`src/rtl/param_set_store_pkg.sv`:
```
// Shared constants for the SPS/PPS store: field codes, FSM encodings and entry layouts.
// Entry layout depends on PS_HIGH_PROFILE_EN (chroma_format_idc storage in the SPS).
package param_set_store_pkg;

    localparam logic [4:0] PS_F_PROFILE    = 5'd0;
    localparam logic [4:0] PS_F_LEVEL      = 5'd1;
    localparam logic [4:0] PS_F_SPS_ID     = 5'd2;
    localparam logic [4:0] PS_F_LOG2_FN    = 5'd3;
    localparam logic [4:0] PS_F_POC_TYPE   = 5'd4;
    localparam logic [4:0] PS_F_CHROMA_FMT = 5'd5;
    localparam logic [4:0] PS_F_WIDTH      = 5'd6;
    localparam logic [4:0] PS_F_HEIGHT     = 5'd7;
    localparam logic [4:0] PS_F_PPS_ID     = 5'd8;
    localparam logic [4:0] PS_F_PPS_SPS_ID = 5'd9;
    localparam logic [4:0] PS_F_WBIPRED    = 5'd10;
    localparam logic [4:0] PS_F_QP26       = 5'd11;
    localparam logic [4:0] PS_F_CQP_OFS    = 5'd12;
    localparam logic [4:0] PS_F_DBF_CIP    = 5'd13;

    localparam logic [1:0] ST_IDLE       = 2'd0;
    localparam logic [1:0] ST_LOOKUP_PPS = 2'd1;
    localparam logic [1:0] ST_LOOKUP_SPS = 2'd2;
    localparam logic [1:0] ST_DONE       = 2'd3;

    // SPS entry, MSB first: [chroma(2)], profile(8), log2_fn(4), poc_type(2), width, height
`ifdef PS_HIGH_PROFILE_EN
    localparam int unsigned SPS_FIXED_W = 16;
`else
    localparam int unsigned SPS_FIXED_W = 14;
`endif

    // PPS entry bit offsets
    localparam int unsigned PPS_CIP_OFS    = 0;
    localparam int unsigned PPS_DBF_OFS    = 1;
    localparam int unsigned PPS_WB_OFS     = 2;
    localparam int unsigned PPS_CQP_OFS    = 4;
    localparam int unsigned PPS_QP26_OFS   = 9;
    localparam int unsigned PPS_SPS_ID_OFS = 15;
    localparam int unsigned PPS_W          = 23;

    function automatic int unsigned sps_entry_w(input int unsigned mbw);
        return SPS_FIXED_W + 2 * mbw;
    endfunction

`ifdef PS_HIGH_PROFILE_EN
    function automatic logic is_high_profile(input logic [7:0] p);
        return (p == 8'd100) || (p == 8'd110) || (p == 8'd122) || (p == 8'd244);
    endfunction
`endif

endpackage

```
`src/rtl/ps_table.sv`:
```
// Parameter-set table: DEPTH entries of W bits with valid bits,
// one synchronous write port and one combinational read port.
module ps_table #(
    parameter int unsigned DEPTH = 4,
    parameter int unsigned W     = 8,
    parameter int unsigned IW    = (DEPTH > 1) ? $clog2(DEPTH) : 1
) (
    input  logic          clk,
    input  logic          reset_n,
    input  logic          wr_en,
    input  logic [IW-1:0] wr_idx,
    input  logic [W-1:0]  wr_data,
    input  logic [IW-1:0] rd_idx,
    output logic [W-1:0]  rd_data,
    output logic          rd_valid
);

    logic [W-1:0]     mem_q [DEPTH];
    logic [DEPTH-1:0] valid_q;

    always_ff @(posedge clk or negedge reset_n) begin
        if (!reset_n) begin
            valid_q <= '0;
        end else if (wr_en) begin
            valid_q[wr_idx] <= 1'b1;
        end
    end

    // Payload needs no reset: it is never observed without its valid bit.
    always_ff @(posedge clk) begin
        if (wr_en) begin
            mem_q[wr_idx] <= wr_data;
        end
    end

    assign rd_data  = mem_q[rd_idx];
    assign rd_valid = valid_q[rd_idx];

endmodule

```
`src/rtl/param_set_store.sv`:
```
// Multi-entry SPS/PPS store with slice-header activation FSM.
// Build option PS_HIGH_PROFILE_EN adds chroma_format_idc storage to the SPS.
module param_set_store
    import param_set_store_pkg::*;
#(
    parameter int unsigned NUM_SPS = 4,
    parameter int unsigned NUM_PPS = 8,
    parameter int unsigned MBW     = 8
) (
    input  logic           clk,
    input  logic           reset_n,
    input  logic           fld_valid,
    input  logic [4:0]     fld_sel,
    input  logic [15:0]    fld_data,
    input  logic           sps_commit,
    input  logic           pps_commit,
    output logic           commit_err,
    input  logic           act_req,
    input  logic [7:0]     act_pps_id,
    output logic           act_ready,
    output logic           act_done,
    output logic           act_err,
    output logic           active_valid,
    output logic [7:0]     profile_idc,
    output logic [1:0]     chroma_format_idc,
    output logic [3:0]     log2_max_frame_num_minus4,
    output logic [1:0]     pic_order_cnt_type,
    output logic [MBW-1:0] pic_width_in_mbs_minus1,
    output logic [MBW-1:0] pic_height_in_map_units_minus1,
    output logic [5:0]     pic_init_qp_minus26,
    output logic [4:0]     chroma_qp_index_offset,
    output logic [1:0]     weighted_bipred_idc,
    output logic           deblocking_filter_control_present_flag,
    output logic           constrained_intra_pred_flag
);

    localparam int unsigned SPS_W   = sps_entry_w(MBW);
    localparam int unsigned SPS_IW  = (NUM_SPS > 1) ? $clog2(NUM_SPS) : 1;
    localparam int unsigned PPS_IW  = (NUM_PPS > 1) ? $clog2(NUM_PPS) : 1;
    localparam logic [8:0]  SPS_LIM = 9'(NUM_SPS);
    localparam logic [8:0]  PPS_LIM = 9'(NUM_PPS);

    logic [7:0]     sh_profile_q, sh_sps_id_q, sh_pps_id_q, sh_pps_sps_id_q;
    logic [3:0]     sh_log2_fn_q;
    logic [1:0]     sh_poc_type_q, sh_wbipred_q;
    logic [MBW-1:0] sh_width_q, sh_height_q;
    logic [5:0]     sh_qp26_q;
    logic [4:0]     sh_cqp_ofs_q;
    logic           sh_dbf_q, sh_cip_q;
`ifdef PS_HIGH_PROFILE_EN
    logic [1:0]     sh_chroma_q;
`endif

    // Level is accepted but not stored; upper data bits are truncated per field.
    logic unused_fld_data;
    assign unused_fld_data = ^fld_data;

    always_ff @(posedge clk or negedge reset_n) begin
        if (!reset_n) begin
            sh_profile_q    <= '0;
            sh_sps_id_q     <= '0;
            sh_pps_id_q     <= '0;
            sh_pps_sps_id_q <= '0;
            sh_log2_fn_q    <= '0;
            sh_poc_type_q   <= '0;
            sh_wbipred_q    <= '0;
            sh_width_q      <= '0;
            sh_height_q     <= '0;
            sh_qp26_q       <= '0;
            sh_cqp_ofs_q    <= '0;
            sh_dbf_q        <= 1'b0;
            sh_cip_q        <= 1'b0;
`ifdef PS_HIGH_PROFILE_EN
            sh_chroma_q     <= '0;
`endif
        end else if (fld_valid) begin
            case (fld_sel)
                PS_F_PROFILE:    sh_profile_q    <= fld_data[7:0];
                PS_F_SPS_ID:     sh_sps_id_q     <= fld_data[7:0];
                PS_F_LOG2_FN:    sh_log2_fn_q    <= fld_data[3:0];
                PS_F_POC_TYPE:   sh_poc_type_q   <= fld_data[1:0];
`ifdef PS_HIGH_PROFILE_EN
                PS_F_CHROMA_FMT: sh_chroma_q     <= fld_data[1:0];
`endif
                PS_F_WIDTH:      sh_width_q      <= fld_data[MBW-1:0];
                PS_F_HEIGHT:     sh_height_q     <= fld_data[MBW-1:0];
                PS_F_PPS_ID:     sh_pps_id_q     <= fld_data[7:0];
                PS_F_PPS_SPS_ID: sh_pps_sps_id_q <= fld_data[7:0];
                PS_F_WBIPRED:    sh_wbipred_q    <= fld_data[1:0];
                PS_F_QP26:       sh_qp26_q       <= fld_data[5:0];
                PS_F_CQP_OFS:    sh_cqp_ofs_q    <= fld_data[4:0];
                PS_F_DBF_CIP: begin
                    sh_dbf_q <= fld_data[1];
                    sh_cip_q <= fld_data[0];
                end
                default: ;
            endcase
        end
    end

    logic             sps_id_ok, pps_id_ok, sps_wr_en, pps_wr_en, commit_err_q;
    logic [SPS_W-1:0] sps_wr_data, sps_rd_data;
    logic [PPS_W-1:0] pps_wr_data, pps_rd_data;

    assign sps_id_ok = {1'b0, sh_sps_id_q} < SPS_LIM;
    assign pps_id_ok = {1'b0, sh_pps_id_q} < PPS_LIM;
    assign sps_wr_en = sps_commit && sps_id_ok;
    assign pps_wr_en = pps_commit && pps_id_ok;

`ifdef PS_HIGH_PROFILE_EN
    logic [1:0] chroma_commit;
    // Non-high profiles are always 4:2:0 regardless of the parsed value.
    assign chroma_commit = is_high_profile(sh_profile_q) ? sh_chroma_q : 2'd1;
    assign sps_wr_data   = {chroma_commit, sh_profile_q, sh_log2_fn_q, sh_poc_type_q,
                            sh_width_q, sh_height_q};
`else
    assign sps_wr_data   = {sh_profile_q, sh_log2_fn_q, sh_poc_type_q, sh_width_q, sh_height_q};
`endif
    assign pps_wr_data = {sh_pps_sps_id_q, sh_qp26_q, sh_cqp_ofs_q, sh_wbipred_q, sh_dbf_q,
                          sh_cip_q};

    always_ff @(posedge clk or negedge reset_n) begin
        if (!reset_n) begin
            commit_err_q <= 1'b0;
        end else begin
            commit_err_q <= (sps_commit && !sps_id_ok) || (pps_commit && !pps_id_ok);
        end
    end
    assign commit_err = commit_err_q;

    logic [1:0]       state_q, state_d;
    logic [7:0]       act_id_q, act_id_d;
    logic [PPS_W-1:0] pps_ent_q;
    logic [7:0]       ent_sps_id;
    logic             act_err_q, act_err_d, pps_load, act_load;
    logic             act_id_ok, ent_sps_ok, sps_rd_valid, pps_rd_valid;

    assign ent_sps_id = pps_ent_q[PPS_SPS_ID_OFS +: 8];
    assign act_id_ok  = {1'b0, act_id_q} < PPS_LIM;
    assign ent_sps_ok = {1'b0, ent_sps_id} < SPS_LIM;

    ps_table #(
        .DEPTH (NUM_SPS),
        .W     (SPS_W),
        .IW    (SPS_IW)
    ) u_sps_table (
        .clk      (clk),
        .reset_n  (reset_n),
        .wr_en    (sps_wr_en),
        .wr_idx   (sh_sps_id_q[SPS_IW-1:0]),
        .wr_data  (sps_wr_data),
        .rd_idx   (ent_sps_id[SPS_IW-1:0]),
        .rd_data  (sps_rd_data),
        .rd_valid (sps_rd_valid)
    );

    ps_table #(
        .DEPTH (NUM_PPS),
        .W     (PPS_W),
        .IW    (PPS_IW)
    ) u_pps_table (
        .clk      (clk),
        .reset_n  (reset_n),
        .wr_en    (pps_wr_en),
        .wr_idx   (sh_pps_id_q[PPS_IW-1:0]),
        .wr_data  (pps_wr_data),
        .rd_idx   (act_id_q[PPS_IW-1:0]),
        .rd_data  (pps_rd_data),
        .rd_valid (pps_rd_valid)
    );

    always_comb begin
        state_d   = state_q;
        act_id_d  = act_id_q;
        act_err_d = 1'b0;
        pps_load  = 1'b0;
        act_load  = 1'b0;
        case (state_q)
            ST_IDLE: begin
                if (act_req) begin
                    act_id_d = act_pps_id;
                    state_d  = ST_LOOKUP_PPS;
                end
            end
            ST_LOOKUP_PPS: begin
                if (act_id_ok && pps_rd_valid) begin
                    pps_load = 1'b1;
                    state_d  = ST_LOOKUP_SPS;
                end else begin
                    act_err_d = 1'b1;
                    state_d   = ST_IDLE;
                end
            end
            ST_LOOKUP_SPS: begin
                if (ent_sps_ok && sps_rd_valid) begin
                    act_load = 1'b1;
                    state_d  = ST_DONE;
                end else begin
                    act_err_d = 1'b1;
                    state_d   = ST_IDLE;
                end
            end
            default: state_d = ST_IDLE;
        endcase
    end

    always_ff @(posedge clk or negedge reset_n) begin
        if (!reset_n) begin
            state_q   <= ST_IDLE;
            act_id_q  <= '0;
            act_err_q <= 1'b0;
            pps_ent_q <= '0;
        end else begin
            state_q   <= state_d;
            act_id_q  <= act_id_d;
            act_err_q <= act_err_d;
            if (pps_load) begin
                pps_ent_q <= pps_rd_data;
            end
        end
    end

    assign act_ready = (state_q == ST_IDLE);
    assign act_done  = (state_q == ST_DONE);
    assign act_err   = act_err_q;

    logic [7:0]     rd_profile;
    logic [3:0]     rd_log2_fn;
    logic [1:0]     rd_poc_type;
    logic [MBW-1:0] rd_width, rd_height;
`ifdef PS_HIGH_PROFILE_EN
    logic [1:0]     rd_chroma, act_chroma_q;
    assign {rd_chroma, rd_profile, rd_log2_fn, rd_poc_type, rd_width, rd_height} = sps_rd_data;
`else
    assign {rd_profile, rd_log2_fn, rd_poc_type, rd_width, rd_height} = sps_rd_data;
`endif

    always_ff @(posedge clk or negedge reset_n) begin
        if (!reset_n) begin
            active_valid                           <= 1'b0;
            profile_idc                            <= '0;
            log2_max_frame_num_minus4              <= '0;
            pic_order_cnt_type                     <= '0;
            pic_width_in_mbs_minus1                <= '0;
            pic_height_in_map_units_minus1         <= '0;
            pic_init_qp_minus26                    <= '0;
            chroma_qp_index_offset                 <= '0;
            weighted_bipred_idc                    <= '0;
            deblocking_filter_control_present_flag <= 1'b0;
            constrained_intra_pred_flag            <= 1'b0;
`ifdef PS_HIGH_PROFILE_EN
            act_chroma_q                           <= '0;
`endif
        end else if (act_load) begin
            active_valid                           <= 1'b1;
            profile_idc                            <= rd_profile;
            log2_max_frame_num_minus4              <= rd_log2_fn;
            pic_order_cnt_type                     <= rd_poc_type;
            pic_width_in_mbs_minus1                <= rd_width;
            pic_height_in_map_units_minus1         <= rd_height;
            pic_init_qp_minus26                    <= pps_ent_q[PPS_QP26_OFS +: 6];
            chroma_qp_index_offset                 <= pps_ent_q[PPS_CQP_OFS +: 5];
            weighted_bipred_idc                    <= pps_ent_q[PPS_WB_OFS +: 2];
            deblocking_filter_control_present_flag <= pps_ent_q[PPS_DBF_OFS];
            constrained_intra_pred_flag            <= pps_ent_q[PPS_CIP_OFS];
`ifdef PS_HIGH_PROFILE_EN
            act_chroma_q                           <= rd_chroma;
`endif
        end
    end

`ifdef PS_HIGH_PROFILE_EN
    assign chroma_format_idc = act_chroma_q;
`else
    assign chroma_format_idc = 2'd1;
`endif

endmodule
```
`config.mk`:
```
export PLATFORM = sky130hd
export DESIGN_NAME = param_set_store
export DESIGN_NICKNAME = d
export VERILOG_FILES = /design/src/rtl/param_set_store_pkg.sv /design/src/rtl/ps_table.sv /design/src/rtl/param_set_store.sv
export SDC_FILE = /design/constraint.sdc
export NUM_CORES = 1
export LEC_CHECK = 0
export CAP_MARGIN = 40
export CORE_MARGIN = 1.5
export CORE_UTILIZATION = 55
export DETAILED_ROUTE_END_ITERATION = 8
export PLACE_DENSITY = 0.74
export SYNTH_ARGS = -nofsm -noshare
export SYNTH_HDL_FRONTEND = slang
export SYNTH_SLANG_ARGS = --single-unit
export TNS_END_PERCENT = 20
```
`constraint.sdc`:
```
create_clock -name clk -period 9.58 [get_ports clk]
set_input_delay 2.874 -clock clk [delete_from_list [all_inputs] [get_ports clk]]
set_output_delay 2.874 -clock clk [all_outputs]
set_load 0.005 [all_outputs]
```
---- Yosys cells after proc, flatten, opt, wreduce, memory -nomap -nowiden ----
Memories as Yosys holds them, arrays and structs flattened. A register that Yosys moved wholly into a read port is not among the register bits.
Index checks and enable logic that the tools add are counted.
word-level totals
  bits in registers ....................... 109
  memory bits (writable) .................. 304
  input port bits ......................... 35
  output and inout port bits .............. 52
  word-level logic and storage cells ...... 105
  memories ................................ 2
memories
  name               depth  width  rd ports  clocked after memory_dff  wr ports  line            text
  u_pps_table.mem_q  8      23     1         1                         1         ps_table.sv:18  logic [W-1:0] mem_q [DEPTH];
  u_sps_table.mem_q  4      30     1         1                         1         ps_table.sv:18
cells by class
  $lt $le $gt $ge ......................... 10
  equality and inequality tests ........... 15
  multiplexer cells ....................... 23
  bitwise operators ....................... 2
  reductions and logical operators ........ 28
operators by type and width
  operator                                                    number
  == test 5 x 4 -> 1 bit, second input constant               6
  AND reduction 2 bit                                         13
  less-than comparator 8 x 3 -> 1 bit, second input constant  2
  less-than comparator 8 x 4 -> 1 bit, second input constant  2
  == test 5 x 3 -> 1 bit, second input constant               3
  2-to-1 mux 1 bit                                            14
  == test 5 x 2 -> 1 bit, second input constant               2
  logical AND 1 bit                                           8
  less-than comparator 3 x 4 -> 1 bit, second input constant  2
  OR 8 bit                                                    1
  less-than comparator 2 x 3 -> 1 bit, second input constant  2
  2-to-1 mux 2 bit                                            3
  one-hot mux 2 bit (3 select lines)                          1
  zero test 5 bit                                             1
  == test 2 bit, second input constant                        2
  zero test 1 bit                                             4
  OR 4 bit                                                    1
  binary-select mux 1 bit (select 3 bit)                      1
  demux 1 bit (select 3 bit)                                  1
  >= comparator 3 x 1 -> 1 bit, second input constant         1
  binary-select mux 1 bit (select 2 bit)                      1
  demux 1 bit (select 2 bit)                                  1
  == test 2 x 1 -> 1 bit, second input constant               1
  >= comparator 2 x 1 -> 1 bit, second input constant         1
  other kinds (4)                                             4

---- Longest topological paths before layout ----
  depth after elaboration ................. 5
  depth in mapped cells ................... 7
  depth with buffers taken out ............ 6

---- Modules after synthesis ----
A second synthesis with hierarchy kept.
second synthesis, totals
  cells, all modules ...................... 835
  area, all modules ....................... 17722.0 sq um
modules (own cells, without submodules)
  module                   times used  cells each  area an instance (sq um)
  ps_table at u_pps_table  1           301         7308.3
  param_set_store          1           364         5903.2
  ps_table at u_sps_table  1           170         4510.6

---- Worst setup path before layout ----
No wires, ideal clock.
  path kind ............................... input -> register
  start point ............................. input port sps_commit
  end point ............................... memory u_sps_table.mem_q[0][0] (netlist name), enable pin
  library setup time ...................... 0.456 ns
  data arrival time ....................... 5.063 ns
  data required time ...................... 9.124 ns
  slack ................................... 4.061 ns
  stages on the path ...................... 2
  buffers on the path ..................... 0
  path through ............................ nand3_1 -> nor3_1
on the way
  longest elaborated chain between the ends .. 3
ends and longest elaborated chain
  element                                 line                    text
  from (decl)                             param_set_store.sv:15   input logic sps_commit,
  logical AND 1 bit                       param_set_store.sv:107  assign sps_wr_en = sps_commit && sps_id_ok;
  2-to-1 mux 1 bit                        ps_table.sv:31          if (wr_en) begin
  2-to-1 mux 1 bit (not written as such)  ps_table.sv:32          mem_q[wr_idx] <= wr_data;
  to (decl)                               ps_table.sv:18
No other way between the ends.

---- Worst setup path after layout ----
  start point ............................. register state_q[0]
  end point ............................... output port act_ready
on the way
  longest elaborated chain between the ends .. 1
ends and longest elaborated chain
  element                 line                    text
  from (decl)             param_set_store.sv:131  logic [1:0] state_q, state_d;
  from (signal assigned)  param_set_store.sv:214  state_q <= state_d;
  zero test 2 bit         param_set_store.sv:223  assign act_ready = (state_q == ST_IDLE);
  to (decl)               param_set_store.sv:20   output logic act_ready,
No other way between the ends.

==> flow_metrics.env <==
export IMPL_skew_ns=0.0127
export IMPL_worst_pin_slew_ns=0.849
export IMPL_dieWidth_microns=182
export IMPL_path_cells="inv_1 -> ha_1 -> clkdlybuf4s50_1"
export IMPL_layout_cells_non_filler=1390
export IMPL_final_layout_size_suffix_gt1_frac=0.370
export IMPL_hold_viol=0
export IMPL_reg2reg_depth=5
export IMPL_hold_class="reg2reg"
export IMPL_r2r_slack_ns=6.84
export IMPL_combPwrFrac=0.234
export IMPL_root_buffer="clkbuf_16"
export IMPL_first_pass_iters=5
export IMPL_fin_nets=990
export IMPL_cts_tree="built"
export IMPL_synth_seq_cells=466
export IMPL_p_total_mw=5.78
export IMPL_p_clk_frac=0.306
export IMPL_area_growth_pct=16.9
export IMPL_cellLeakagePower_nw=7.62
export IMPL_synth_top_area_share=0.516
export IMPL_synthCells=838
export IMPL_worstSetupStartpointType="register"
export IMPL_overflow=0
export IMPL_cp_data_arrival_time_ns=1.79
export IMPL_cts_hold_buf=0
export IMPL_status="complete, no violations"
export IMPL_cts_htree_levels=2
export IMPL_grt_max_degree=85
export IMPL_rsz0062_at_grt="no"
export IMPL_crit_type="reg2out"
export IMPL_grt_usage=0.204
export IMPL_dp_hpwl_mm=18.4
export IMPL_yosysSeqAreaShare=0.745
export IMPL_wl_mm=32.4
export IMPL_synth_nets=877
export IMPL_viasPerCell=5.86
export IMPL_largestRegisters="u_pps_table.mem_q: 184 flops, u_sps_table.mem_q: 120 flops, pps_ent_q: 23 flops"
export IMPL_fin_util=0.654
export IMPL_vias=8148
export IMPL_clockBufferDepth=3
export IMPL_largest_reg_flops=184
export IMPL_crit_path_max_incr_delay_ns=0.52
export IMPL_drc=0
export IMPL_yosys_cell_types_count=43
export IMPL_r2r_start="act_id_q[1]"
export IMPL_top_register="u_pps_table.mem_q"
export IMPL_routedWlPerCell_microns=23.3
export IMPL_setup_ws_ns=4.92
export IMPL_layout_min_cycle_time_ns=4.66
export IMPL_synth_most_common_cell="edfxtp_1"
export IMPL_multi_input_area_sq_um=4340
export IMPL_synth_common_cells="304 x edfxtp_1, 162 x dfrtp_1, 150 x mux2_2, 77 x mux4_2, 19 x mux2_4"
export IMPL_cts_buffers=46
export IMPL_yosys_area_top_type="edfxtp_1"
export IMPL_antenna_found_initial=1
export IMPL_pwr_share_seq=0.460
export IMPL_dieArea_sq_um=33200
export IMPL_drt_iter0_markers=593
export IMPL_critPathMaxFanout=4
export IMPL_clkTransAtPathRegs_ns=0.06
export IMPL_rows=65
export IMPL_ant_nets=0
export IMPL_insertion_delay_ns=0.53
export IMPL_crit_path_end_kind="output pin"
export IMPL_finalCritPeriodShare=0.487
export IMPL_avgSynthCellArea_sq_um=21.1
export IMPL_finalSetupViolCount=0
export IMPL_dieHeight_microns=182
export IMPL_synth_area_leaders="edfxtp_1 52%, dfrtp_1 23%, mux4_2 9.8%"
export IMPL_ioPinCount=87
export IMPL_r2r_end="pps_ent_q[13]"
export IMPL_cp_slowest_cell="clkdlybuf4s50_1"
export IMPL_fmax_ghz=0.215
export IMPL_slew_violations=0
export IMPL_tns_ns=0
export IMPL_vdd_drop_max_mv=0.184
export IMPL_synth_edf_count=304
export IMPL_fillCellCount=2047
export IMPL_initial_core_util=0.559
export IMPL_cap_viol_max_count=0
export IMPL_switching_share=0.247
export IMPL_diodes=0
export IMPL_core_sq_um=31600
export IMPL_grt_pass1_wl_mm=50.4
export IMPL_yosysWarnings=0
export IMPL_p_int_mw=4.35
export IMPL_grt_pass1_vias=8482
export IMPL_relSlewSlack=0.432
export IMPL_postSynth_asyncResetShare=0.348
export IMPL_syn_area_sq_um=17700
export IMPL_min_to="u_pps_table.valid_q[6]"
export IMPL_worstPathRequired_ns=6.71
export IMPL_synth_flop_cell="edfxtp_1"
export IMPL_seq_area_sq_um=13200
export IMPL_p_per_area_nw_per_um2=280
export IMPL_min_delay_start="u_pps_table.valid_q[6]"
export IMPL_power_switching_mw=1.43
export IMPL_post_cts_buffers=0
export IMPL_placed_cells=1305
export IMPL_clock_sinks=466
export IMPL_gp_congestion=0.710
export IMPL_hold_path_depth=1
export IMPL_io_buffers=76
export IMPL_place_ws_ns=4.58
export IMPL_postCtsResizedCells=0
## critical path, delay by kind of cell, from the launching register on
| family | cells | cell delay (ns) |
|---|---|---|
| buffers and inverters | 2 | 0.64 |
| flip-flops | 1 | 0.41 |
| adder cells (fa/ha/maj) | 1 | 0.22 |
## kinds of logic (layout without fill, tap and decap cells)
family | Yosys count | in the layout | share of synthesized area
AO/OA/AOI/OAI | 8 | 8 | 0.00375
adder cells (fa/ha/maj) | 4 | 4 | 0.00283
buffers and inverters | 39 | 189 | 0.0135
flip-flops | 466 | 466 | 0.745
multiplexers | 249 | 249 | 0.211
other | 2 | 2 | 0.000425
AND/OR/NAND/NOR | 70 | 70 | 0.0228
## cell usage in the layout, fill, tap and decap left out, types with 4 or more instances in the layout
cell type and n:
nand2b_1 5, or2_2 12, buf_12 4, nor3_2 4, edfxtp_1 304, nand2_1 11, ha_1 4, buf_4 13
clkdlybuf4s50_1 75, dfrtp_1 158, clkbuf_1 20, dfrtp_2 4, nor2_4 6, buf_16 6, inv_1 4, mux2_4 19
clkbuf_16 49, nor2_1 4, clkbuf_8 10, mux4_2 77, mux2_2 150
## power groups by stage
stage	Combinational [mW]	Clock, mW	Sequential (mW)
2_1_floorplan	0.961	0	2.65
3_3_place_gp	1.29	0	2.71
3_5_place_dp	1.37	0	2.70
4_1_cts	1.38	1.80	2.66
5_1_grt	1.46	1.88	2.69
6_report	1.36	1.77	2.66
## metrics by stage
stage	hold slack [ns]	cell area, sq um
3_3_place_gp	0.445	18900
3_5_place_dp	0.451	19200
4_1_cts	0.466	20700
6_report	0.464	20700
2_1_floorplan	0.433	17700
5_1_grt	0.481	20700
## area by class of cell
class	count	share of cell area
clock buffers	79	0.0696
clock inverters	6	0.00399
inverters	4	0.000726
multi-input cells	333	0.210
flip-flops and latches	466	0.638
well taps	402	0.0243
repair buffers	100	0.0541
## routing by layer
layer / track usage / up-vias / wire (microns)
met4: 0.0466 / 0 / 502
met5: 0 / - / 0
met3: 0.0365 / 42 / 1870
met1: 0.301 / 4332 / 14500
met2: 0.322 / 217 / 15500
li1: - / 3557 / -
## how the worst max path moves through the flow
stage	from	to	depth (start not counted)
5_1_grt	state_q[0]	act_ready	3
3_5_place_dp	fld_valid	sh_qp26_q[2]	5
2_1_floorplan	sps_commit	u_sps_table.mem_q[0][0]	2
4_1_cts	state_q[0]	act_ready	3
6_report	state_q[0]	act_ready	3
3_3_place_gp	pps_commit	u_pps_table.mem_q[3][2]	3
Note: power is estimated with default switching activity, not from simulation.
